<file path="src/rtl/mem_if.sv">
// Bus between the test program and the memory block. The test program drives
// strobes, address and write data through the test modport; the memory samples
// them and returns read data through the mem modport.
interface mem_if #(
  parameter int ADDR_W = 5,
  parameter int WIDTH  = 8
);
  logic              read;
  logic              write;
  logic [ADDR_W-1:0] addr;
  logic [WIDTH-1:0]  data_in;
  logic [WIDTH-1:0]  data_out;

  modport test (
    output read, write, addr, data_in,
    input  data_out
  );

  modport mem (
    input  read, write, addr, data_in,
    output data_out
  );
endinterface

</file>
<file path="src/rtl/sync_mem_core.sv">
// Single-port synchronous memory, DEPTH x WIDTH, registered read data.
// A read and a write on the same edge return the old word (read-before-write).
// Addresses at or above DEPTH are ignored on write and read back as zero.
module sync_mem_core #(
  parameter int DEPTH = 32,
  parameter int WIDTH = 8
) (
  input  logic clk,
  input  logic rst_n,
  mem_if.mem   bus
);
  localparam int ADDR_W = (DEPTH > 1) ? $clog2(DEPTH) : 1;

  logic [WIDTH-1:0] mem [DEPTH];
  logic             in_range;
  logic [WIDTH-1:0] rd_word;

  // With a power-of-2 depth every address is valid, so skip the compare.
  generate
    if (DEPTH == (2 ** ADDR_W)) begin : g_full
      assign in_range = 1'b1;
    end else begin : g_partial
      localparam logic [ADDR_W:0] DEPTH_W = (ADDR_W + 1)'(DEPTH);
      assign in_range = ({1'b0, bus.addr} < DEPTH_W);
    end
  endgenerate

  assign rd_word = in_range ? mem[bus.addr] : '0;

  // Storage array: cleared by reset, written only for in-range addresses.
  always_ff @(posedge clk or negedge rst_n) begin
    if (!rst_n) begin
      for (int i = 0; i < DEPTH; i++) begin
        mem[i] <= '0;
      end
    end else if (bus.write && in_range) begin
      mem[bus.addr] <= bus.data_in;
    end
  end

  // Read data register: samples the pre-write word, holds when read is low.
  always_ff @(posedge clk or negedge rst_n) begin
    if (!rst_n) begin
      bus.data_out <= '0;
    end else if (bus.read) begin
      bus.data_out <= rd_word;
    end
  end
endmodule

</file>
<file path="src/flat_wrapper.sv">
// flat-port wrapper written by rule: the top's interface ports become plain ports
module sync_mem_core_flat 
#(
  parameter int DEPTH = 32,
  parameter int WIDTH = 8
)
  (clk, rst_n, bus_read, bus_write, bus_addr, bus_data_in, bus_data_out);
  mem_if #(.ADDR_W(5), .WIDTH(WIDTH)) bus_i ();
  input  logic clk;
  input  logic rst_n;
  input wire logic [$bits(bus_i.read)-1:0] bus_read;
  input wire logic [$bits(bus_i.write)-1:0] bus_write;
  input wire logic [$bits(bus_i.addr)-1:0] bus_addr;
  input wire logic [$bits(bus_i.data_in)-1:0] bus_data_in;
  output wire logic [$bits(bus_i.data_out)-1:0] bus_data_out;
  assign bus_i.read = bus_read;
  assign bus_i.write = bus_write;
  assign bus_i.addr = bus_addr;
  assign bus_i.data_in = bus_data_in;
  assign bus_data_out = bus_i.data_out;
  sync_mem_core #(.DEPTH(DEPTH), .WIDTH(WIDTH)) u_core (.clk(clk), .rst_n(rst_n), .bus(bus_i));
endmodule
</file>
<file path="config.mk">
export PLATFORM = sky130hd
export DESIGN_NAME = sync_mem_core_flat
export DESIGN_NICKNAME = d
export VERILOG_FILES = /design/src/rtl/mem_if.sv /design/src/rtl/sync_mem_core.sv /design/src/flat_wrapper.sv
export SDC_FILE = /design/constraint.sdc
export NUM_CORES = 1
export LEC_CHECK = 0
export BUFFER_PORTS_ARGS = -buffer_cell sky130_fd_sc_hd__buf_2
export CORE_MARGIN = 4
export CORE_UTILIZATION = 57
export DETAILED_ROUTE_END_ITERATION = 10
export HOLD_SLACK_MARGIN = 0.05
export PLACE_DENSITY_LB_ADDON = 0.1
export RECOVER_POWER = 50
export SLEW_MARGIN = 10
export SYNTH_ARGS = -nofsm -noshare
export SYNTH_HDL_FRONTEND = slang
export SYNTH_SLANG_ARGS = --single-unit
</file>
<file path="constraint.sdc">
create_clock -name clk -period 1.5 [get_ports clk]
set_input_delay 0.075 -clock clk [delete_from_list [all_inputs] [get_ports clk]]
set_output_delay 0.075 -clock clk [all_outputs]
set_load 0.02 [all_outputs]
</file>
### Word level (Yosys, flattened, before mapping)

Cells that the tools add are included.

| word-level totals | value |
|---|---|
| register bits after elaboration | 264 |
| output and inout port bits | 8 |

| cells by class | value |
|---|---|
| order comparisons | 2 |
| mux-type cells | 6 |
| bitwise operators | 1 |
| reductions and logical operators | 1 |

Operators by type and width:

| operator | count |
|---|---|
| 256-bit bitwise mux | 1 |
| 8-bit binary-select mux with 5-bit select | 1 |
| 8-bit demux with 5-bit select | 1 |
| 8-bit 2-to-1 mux | 3 |
| 6-bit >= comparator, second input constant | 1 |
| 6-bit by 1-bit < comparator with 1-bit output, second input constant | 1 |
| 5-bit inverter with 6-bit output | 1 |
| 1-bit logical AND | 1 |

### Longest topological paths before layout

Gate-level depths: netlist (run 1).

| logic depth | value |
|---|---|
| depth after elaboration | 6 |
| mapped depth | 8 |
| depth with buffers taken out | 4 |

### Worst setup path after synthesis (run 1)

Ideal clock, no wire load.

| timing path | value |
|---|---|
| path type | register to register |
| start point | register u_core.mem[211] (netlist name) |
| end point | register u_core.bus.data_out[3] |
| library setup time | 131 ps |
| data arrival time | 1351 ps |
| data required time | 1369 ps |
| slack | 17 ps |
| cell stages (with the launch flop) | 5 |
| path buffers | 0 |
| clock period less this slack | 1483 ps |
| cell sequence | dfrtp_1 > mux4_1 > a22o_1 > a221oi_1 > a31oi_1 |

| between the ends | value |
|---|---|
| word-level cells in the longest chain between the ends | 3 |

Ends and longest elaborated chain:

| what | line | text |
|---|---|---|
| start, declared | sync_mem_core.sv:14 | `logic [WIDTH-1:0] mem [DEPTH];` |
| start signal, assigned by index | sync_mem_core.sv:37 | `mem[bus.addr] <= bus.data_in;` |
| 8-bit binary-select mux with 5-bit select | sync_mem_core.sv:28 | `assign rd_word = in_range ? mem[bus.addr] : '0;` |
| 8-bit 2-to-1 mux (not written as such) (2 in series) | sync_mem_core.sv:28 |  |
| end signal, assigned | sync_mem_core.sv:46 | `bus.data_out <= rd_word;` |
| end, declared | mem_if.sv:21 | `output data_out` |

Every way passes these cells. The select of a mux whose other input is x is not followed.
A chain may end at the register's enable or synchronous reset.

### Worst setup path after layout (run 1)

Same ends and word-level chain as after synthesis.

==> flow_summary.toml, run 1 <==
[yosys]
yosysMostFrequentCell = "dfrtp_1"
synth_area_leaders = "dfrtp_1, mux2_2, mux4_2"
synth-async-reset-ratio_pct = 100
yosys_register_bits = 264
synth_cells = 814
synth_common_cells = "dfrtp_1, mux2_2, mux2i_1"
synth_edf_count = 0
yosys_warnings = 0
synth_area_per_cell_um2 = 15.1
yosysTopAreaCell = "dfrtp_1"
synth_cell_types = 47
synth_nets = 831
ys.flop_type = "dfrtp_1"
synth_area_mm2 = 0.0123
yosysSeqAreaShare_pct = 53.6
synth_top_cell_area_share_pct = 53.6

[sta]
tightest_slew_ns = 0.887
rsz0062_at_grt = "yes"
setup_violations = 7
slew_violations = 0
max_freq_mhz = 604
hold-worst-slack_ns = 0.0718
fin_crit_sh_pct = 110
skew_ns = 0.00777
hold_viol_final = 0
slew_headroom_pct = 40.9
fin_crit_ns = 1.66
setup_ws_ns = -0.157

[clock_tree]
max-clock-path-buffers = 3
clk_pin_slew_worst_paths_ns = 0.06
cts_tree = "built"
numCtsBuffers = 28
cts.htree.levels = 1
cts.sinks = 264
worst_skew_pair.late_latency_ns = 0.54
cts_root_buf = "clkbuf_16"

[status]
violations = "setup timing"
status = "complete, but fails checks"

[place]
gp_congestion = 0.862
dp_hpwl_um = 19900
io_buffers = 24
dp_cells = 1151

[setup_path]
cp_data_required_time_ns = 1.91
rr_worst_depth = 4
cp-start-kind = "register"
r2r-start = "u_core.mem[211]"
worstReg2RegEnd = "u_core.bus.data_out[3]"
cp-end-kind = "register"
critPathMaxFanout = 2
cp.arrival_ns = 2.06
critPathKind = "register to register"
reg2reg_setup_slack_ns = -0.16

[global_routing]
antenna_found_initial = 0
grt_max_degree = 71
grt_pass1_vias = 8203
globalRouteOverflowTotal = 0
track_usage_pct = 25.3
grt_pass1_wl_um = 47300

[cells_and_area]
fin_cells = 1207
multi_input_area_mm2 = 0.00545
utilization_pct = 68.1
diodes = 0
area_growth_pct = 16.9
fillers = 1467
seqCellArea_mm2 = 0.00661
drive_above_1_share_pct = 54.0
nNetsFinal = 928

[floorplan]
start_util_pct = 58.2
ios = 25
dieArea_mm2 = 0.0240
rows = 53
die_w_um = 155
dieHeight_um = 155
core_mm2 = 0.0212

[detailed_routing]
drt_first_pass_iters = 4
drc = 0
num_vias = 7396
ant_nets = 0
vias_per_cell = 6.13
drt_iter0_drc = 531
routed_wl_um = 29200
wire_per_inst_um = 24.2

[power_and_ir_drop]
peakVddDrop_v = 0.00116
p_leak_nw = 6.65
p_total_mw = 19.4
power.density_mw_per_mm2 = 1340

[worst_hold_path]
hold_class = "primary input to register"
whs_endpoint = "u_core.mem[44]"
min_delay_path_depth = 2
worstHoldStart = "bus_data_in[4]"

[job]
maxCapViolations = 0
-- registers in the layout, summed over array words and instances (netlist names) --
register             count
u_core.bus.data_out      8
u_core.mem             256
-- routing by layer --
metal  vias to the layer above  GRT usage [%]  part of all wire, %
li1                       3237              -                    -
met5                         -              0                    0
met4                         0           7.53                  2.8
met2                       155           41.5                   49
met1                      3950           35.5                   44
met3                        54           3.50                  4.2
-- cell type report --
cell class | instances | share of cell area, %
clock buffer | 43 | 5.68
clock inverter | 8 | 0.669
multi-input combinational | 491 | 37.9
sequential | 264 | 45.9
tap | 275 | 2.39
timing repair buffer | 126 | 7.55
-- where the power goes --
group	switching [mW]	internal, mW
sequential	0.735	8.51
clock	2.76	4.09
combinational	1.40	1.88
-- how the worst max path moves through the flow --
stage,from,endpoint,slack [ns],depth (start not counted)
4_1_cts,u_core.mem[192],u_core.bus.data_out[0],-0.14,4
6_report,u_core.mem[211],u_core.bus.data_out[3],-0.16,4
3_5_place_dp,bus_addr[0],u_core.bus.data_out[3],-0.42,5
5_1_grt,u_core.mem[203],u_core.bus.data_out[3],-0.19,4
3_3_place_gp,bus_addr[0],u_core.bus.data_out[4],-0.39,5
2_1_floorplan,u_core.mem[211],u_core.bus.data_out[3],0.02,4
-- placed cells by master, fill, tap and decap left out, types with 7 or more instances in the layout --
master	n
buf_4	82
a22oi_1	20
clkbuf_16	29
dfrtp_1	264
nand2_1	22
nor2_1	10
buf_12	16
mux2i_1	43
mux2_2	255
nor2_4	7
a31oi_1	7
mux4_2	40
buf_2	21
clkbuf_1	11
-- stage by stage --
stage,cell area [um2],setup slack [ns],setup TNS (ns)
floorplan,12300,0.0171,0
detailed placement,13400,-0.421,-49.43
CTS,14400,-0.144,-0.647
global placement,13400,-0.392,-44.71
global route,14400,-0.195,-0.977
finish,14400,-0.157,-0.639
-- timing repair --
| item | CTS | global route |
|---|---|---|
| resized for setup | 9 | 9 |
| endpoints found under the hold margin | 268 | 0 |
| hold buffers | 3 | 0 |
| endpoints found under the setup margin | 8 | 8 |
| setup buffers | 2 | 0 |
| pin swaps | 9 | 0 |
| cloned | 0 | 0 |
-- critical path: stages, from the launching register on --
cell and delay [ns]:
dfrtp_1 0.39, mux4_2 0.49, a22o_1 0.27, a221oi_2 0.25, a31oi_1 0.13
-- cells by family after synthesis --
| family | after synthesis | synth area share [%] |
|---|---|---|
| AO/OA/AOI/OAI | 50 | 3.23 |
| buffers and inverters | 59 | 2.68 |
| flip-flops | 264 | 53.6 |
| multiplexers | 345 | 34.9 |
| AND/OR/NAND/NOR | 96 | 5.60 |
Note: power is estimated with default switching activity, not from simulation.
==> inputs of run 2 (changes only) <==
--- a/config.mk
+++ b/config.mk
@@ -5,6 +5,7 @@
 export SDC_FILE = /design/constraint.sdc
 export NUM_CORES = 1
 export LEC_CHECK = 0
+export ABC_AREA = 1
 export BUFFER_PORTS_ARGS = -buffer_cell sky130_fd_sc_hd__buf_2
 export CORE_MARGIN = 4
 export CORE_UTILIZATION = 57
==> run 2 against run 1 <==
Sequential share of layout area is 1.2 points higher. The flow now finishes without violations. Flip-flop and latch count stayed put. Non-clock buffer count is 21 lower. Wire length is 11% higher. Critical path type unchanged. Highest routed layer unchanged. Area after synthesis is 0.38% lower. Die area is 0.35% lower. Combinational power is 6.7% lower. Total power is 2.3% lower. First-iteration DRC count is 63% higher. Sequential power hardly changed. Critical path depth is 6 higher. Count of clock-buffer cells in the layout is 2 higher.
==> flow_summary.toml, run 2 <==
[power_and_ir_drop]
seq_power_share_pct = 48.7
clockPowerShare_pct = 35.1
internal_power_mw = 13.6
peakVddDrop_v = 0.00101
p_sw_mw = 5.33
power.density_mw_per_mm2 = 1350
p_leak_nw = 7.27
swShare_pct = 28.2
combinationalPowerShare_pct = 16.2

[detailed_routing]
ant_nets = 0
wire_per_inst_um = 16.6
vias_per_cell = 5.39
routed_wl_um = 32400
num_vias = 10558
drc = 0
drt_first_pass_iters = 5
drt_iter0_drc = 867

[setup_path]
crit_start = "u_core.mem[188]"
r2r-start = "u_core.mem[188]"
rr_worst_depth = 10
worstReg2RegEnd = "u_core.bus.data_out[4]"
critPathKind = "register to register"
cp.arrival_ns = 1.73
cp-end-kind = "register"
cp-start-kind = "register"
cp-endpoint = "u_core.bus.data_out[4]"
reg2reg_setup_slack_ns = 0.20
cp_data_required_time_ns = 1.93
critPathMaxFanout = 2

[floorplan]
start_util_pct = 58.2
ios = 25
core_mm2 = 0.0211
rows = 53
dieArea_mm2 = 0.0239
dieHeight_um = 155
die_w_um = 155

[yosys]
synth_area_leaders = "dfrtp_1, nand2_1, o21ai_0"
synth-async-reset-ratio_pct = 100
synth_cell_types = 18
yosysSeqAreaShare_pct = 53.8
synth_nets = 1652
yosys_warnings = 0
synth_cells = 1635
yosys_register_bits = 264
synth_top_cell_area_share_pct = 53.8
ys.flop_type = "dfrtp_1"
yosysMostFrequentCell = "nand2_1"
synth_area_mm2 = 0.0123
synth_common_cells = "nand2_1, dfrtp_1, o21ai_0"
synth_area_per_cell_um2 = 7.51
synth_edf_count = 0
yosysTopAreaCell = "dfrtp_1"

[cells_and_area]
fin_cells = 1958
drive_above_1_share_pct = 9.15
largest_register_ffs = 256
seqCellArea_mm2 = 0.00661
reg_top3 = "u_core.mem (256), u_core.bus.data_out (8)"
utilization_pct = 66.6
diodes = 0
final_common_cell = "nand2_1"
area_growth_pct = 14.4
nNetsFinal = 1681
multi_input_area_mm2 = 0.00511
layout_common_cells = "nand2_1, dfrtp_1, o21ai_0, buf_4, nor2_1"
fillers = 1804
regMostFlops = "u_core.mem"

[sta]
rsz0062_at_grt = "no"
slew_headroom_pct = 36.9
skew_ns = 0.00790
fin_setup_tns_ns = 0
fin_crit_sh_pct = 86.8
setup_violations = 0
tightest_slew_ns = 0.947
slew_violations = 0
hold-worst-slack_ns = 0.112
setup_ws_ns = 0.198
max_freq_mhz = 768
fin_crit_ns = 1.30
hold_viol_final = 0

[global_routing]
track_usage_pct = 27.8
antenna_found_initial = 0
grt_pass1_vias = 10136
grt_max_degree = 54
globalRouteOverflowTotal = 0
grt_pass1_wl_um = 53900

[clock_tree]
numCtsBuffers = 28
cts_tree = "built"
cts.sinks = 264
cts_root_buf = "clkbuf_16"
cts.htree.levels = 1
max-clock-path-buffers = 3
clk_pin_slew_worst_paths_ns = 0.06
worst_skew_pair.late_latency_ns = 0.54
cts_setup_buffers = 0

[status]
status = "completed"

[place]
io_buffers = 24
dp_cells = 1904
dpl_worst_slack_ns = -0.134
gp_congestion = 0.830
dp_hpwl_um = 19900

[job]
maxCapViolations = 0

[worst_hold_path]
hold_class = "primary input to register"
-- run 2: metal layers --
| metal | wire length, um | global-route usage, % | vias up |
|---|---|---|---|
| met5 | 0 | 0 | - |
| met4 | 879 | 7.32 | 0 |
| met3 | 1830 | 3.50 | 62 |
| met2 | 15000 | 44.0 | 337 |
| met1 | 14700 | 41.0 | 4962 |
| li1 | - | - | 5197 |
-- run 2: cell type report --
type,instances,area share [%]
clock inverter,4,0.143
timing repair buffer,105,6.93
tap,275,2.45
inverter,33,0.891
sequential,264,47.0
multi-input combinational,1232,36.4
clock buffer,45,6.17
-- run 2: kinds of logic after synthesis --
group / synth area share [%]
flip-flops: 53.8
AO/OA/AOI/OAI: 10.5
AND/OR/NAND/NOR: 31.1
buffers and inverters: 4.57
-- run 2: worst min-delay path by stage --
stage                               from                      to  slack (ns)  cells after the start
after CTS                          rst_n          u_core.mem[85]        0.08                      2
after floorplan                    rst_n  u_core.bus.data_out[0]       -0.22                      0
after global routing      bus_data_in[2]          u_core.mem[10]        0.13                      4
after detailed placement           rst_n          u_core.mem[78]        0.06                      1
final                     bus_data_in[3]          u_core.mem[11]        0.11                      4
after global placement             rst_n          u_core.mem[70]        0.05                      1
-- run 2: power groups by stage --
stage               Combinational, mW  Sequential [mW]  Clock [mW]
floorplan                        2.10             9.15           0
global placement                 2.96             9.26           0
detailed placement               3.06             9.29           0
CTS                              3.08             9.19        6.75
global route                     3.57             9.37        7.04
finish                           3.06             9.21        6.65
-- run 2: what timing repair did --
action | 4_1_cts | 5_1_grt
hold buffers | 5 | 0
endpoints found under the hold margin | 318 | 0
resized for setup | 0 | 0
-- run 2: per-stage QoR --
stage                     cell area (um2)  power (mW)
after global placement              13100        12.2
after CTS                           14100        19.0
after global routing                14000        20.0
final                               14000        18.9
after detailed placement            13100        12.3
after floorplan                     12300        11.2
-- run 2: critical path, stage by stage (launching register included) --
cell	delay [ns]
dfrtp_1	0.38
nand2_1	0.07
nand2_1	0.05
nand2_1	0.06
nand2_1	0.08
nand2_1	0.08
nand2_1	0.07
nor2_1	0.17
nand3_1	0.12
nand2_1	0.07
inv_1	0.03
==> inputs of run 3 (changes only) <==
--- a/config.mk
+++ b/config.mk
@@ -11,7 +11,7 @@
 export CORE_UTILIZATION = 57
 export DETAILED_ROUTE_END_ITERATION = 10
 export HOLD_SLACK_MARGIN = 0.05
-export PLACE_DENSITY_LB_ADDON = 0.1
+export PLACE_DENSITY = 0.76
 export RECOVER_POWER = 50
 export SLEW_MARGIN = 10
 export SYNTH_ARGS = -nofsm -noshare
==> run 3 against run 2 <==
Via count rose by 2.6%. Combinational power rose by 2%. Hold slack improved by 0.030 ns. Sequential power barely moved. Count of clock-buffer cells in the layout rose by 1. Wire length rose by 2.8%. Total power rose by 1.2%. Sequential share of layout area fell by 0.30 points. Non-clock buffer count rose by 8. Clock power rose by 2%. Final cell count rose by 0.46%. Largest cell class unchanged. Highest routed layer unchanged.
==> flow_summary.toml, run 3 (synthesis gave the netlist of run 2 again) <==
[status]
status = "completed"

[place]
place_area_mm2 = 0.0132
gp_congestion = 0.891
dp_cells = 1906
io_buffers = 24
dp_hpwl_um = 20300

[floorplan]
dieHeight_um = 155
dieArea_mm2 = 0.0239
start_util_pct = 58.2
die_w_um = 155
ios = 25
rows = 53
core_mm2 = 0.0211

[clock_tree]
worst_skew_pair.late_latency_ns = 0.56
post_cts_resized = 0
cts.sinks = 264
cts_setup_buffers = 0
numCtsBuffers = 29
clk_pin_slew_worst_paths_ns = 0.06
cts_tree = "built"
cts_root_buf = "clkbuf_16"
max-clock-path-buffers = 3
cts.htree.levels = 1

[detailed_routing]
vias_per_cell = 5.51
num_vias = 10836
ant_nets = 0
drt_iter0_drc = 1049
routed_wl_um = 33300
drc = 0
drt_first_pass_iters = 5
wire_per_inst_um = 16.9

[global_routing]
grt_pass1_wl_um = 54700
grt_max_degree = 52
globalRouteOverflowTotal = 0
grt_util_met1_pct = 40.9
use_met3_pct = 3.67
antenna_found_initial = 0
busiest_layer = "met2"
gr-usage-met2_pct = 44.5
grt_pass1_vias = 10548
track_usage_pct = 28.2

[sta]
slew_headroom_pct = 27.0
rsz0062_at_grt = "no"
fin_crit_sh_pct = 88.2
slew_violations = 0
max_freq_mhz = 756
fin_setup_tns_ns = 0
tightest_slew_ns = 1.09
fin_crit_ns = 1.32
hold_viol_final = 0
skew_ns = 0.0269
setup_violations = 0

[power_and_ir_drop]
clockPowerShare_pct = 35.5
power.density_mw_per_mm2 = 1360
internal_power_mw = 13.7
swShare_pct = 28.4
p_sw_mw = 5.45
seq_power_share_pct = 48.2
combinationalPowerShare_pct = 16.2
p_leak_nw = 7.31
peakVddDrop_v = 0.00100

[setup_path]
crit_top_cell = "nand2_1"
worst-path-buf-inv = 1
rr_worst_depth = 10
critPathKind = "register to register"
path_delay_family = "simple AND/OR/NAND/NOR gates"
crit_start = "u_core.mem[206]"
reg2reg_setup_slack_ns = 0.18
cp.arrival_ns = 1.75
r2r-start = "u_core.mem[206]"
cpMaxStageDelayCell = "dfrtp_1"
worstReg2RegEnd = "u_core.bus.data_out[6]"
cp-start-kind = "register"
cp_data_required_time_ns = 1.93
slowest_delay_ns = 0.38
critical_path.cell_chain = "nand2_1 -> nand2_1 -> nand2_1 -> nand2_1 -> nand2_1 -> nand2_1 -> nor2_1 -> nand3_1 -> nand2_1 -> inv_1"
cp-end-kind = "register"
critPathMaxFanout = 2

[cells_and_area]
diodes = 0
layout_common_cells = "nand2_1, dfrtp_1, o21ai_0, nor2_1, buf_4"
utilization_pct = 67.0
nNetsFinal = 1690
drive_above_1_share_pct = 9.28
area_growth_pct = 15.1
reg_top3 = "u_core.mem (256), u_core.bus.data_out (8)"
fin_cells = 1967
regMostFlops = "u_core.mem"
largest_register_ffs = 256
postLayoutCellArea_mm2 = 0.0141
final_common_cell = "nand2_1"

[worst_hold_path]
worstHoldStart = "bus_data_in[2]"
whs_endpoint = "u_core.mem[10]"
min_delay_path_depth = 4
hold_class = "primary input to register"

[job]
maxCapViolations = 0
-- run 3: layer usage --
metal	part of all wire, %	wire length (um)
met5	0	0
met4	2.8	942
met3	6.3	2100
met2	47	15500
met1	44	14700
-- run 3: cell type report --
cell class              instances  area [um2]
clock buffers                  46         890
clock inverters                 4        23.8
fillers                      1738        6960
inverters                      33         125
multi-input cells            1232        5100
flip-flops and latches        264        6610
well taps                     275         344
repair buffers                113        1040
-- run 3: power by group through the flow --
stage	clock network, mW	logic [mW]	registers [mW]
6_report	6.80	3.11	9.24
3_3_place_gp	0	2.97	9.27
4_1_cts	6.88	3.16	9.21
3_5_place_dp	0	3.10	9.30
2_1_floorplan	0	2.10	9.15
5_1_grt	7.19	3.62	9.37
-- run 3: worst min-delay path, stage by stage --
cell and delay, ns:
buf_2 0.09, inv_1 0.04, buf_4 0.26, a21oi_1 0.18
-- run 3: metrics by stage --
step	setup slack [ns]	power [mW]	hold slack (ns)
4_1_cts	0.182	19.2	0.101
3_3_place_gp	-0.0538	12.2	0.0101
2_1_floorplan	0.135	11.2	-0.221
3_5_place_dp	-0.164	12.4	0.0117
5_1_grt	0.0476	20.2	0.164
6_report	0.178	19.2	0.142
-- run 3: timing repair --
action	CTS	global route
setup endpoints to repair	0	0
hold buffers	11	0
endpoints found under the hold margin	407	0
-- run 3: worst max-delay path by stage --
stage	to	slack, ns	cells after the start
after CTS	u_core.bus.data_out[4]	0.18	10
after global placement	u_core.mem[36]	-0.05	9
after floorplan	u_core.mem[45]	0.13	8
after global routing	u_core.mem[169]	0.05	10
final	u_core.bus.data_out[6]	0.18	10
after detailed placement	u_core.mem[226]	-0.16	8
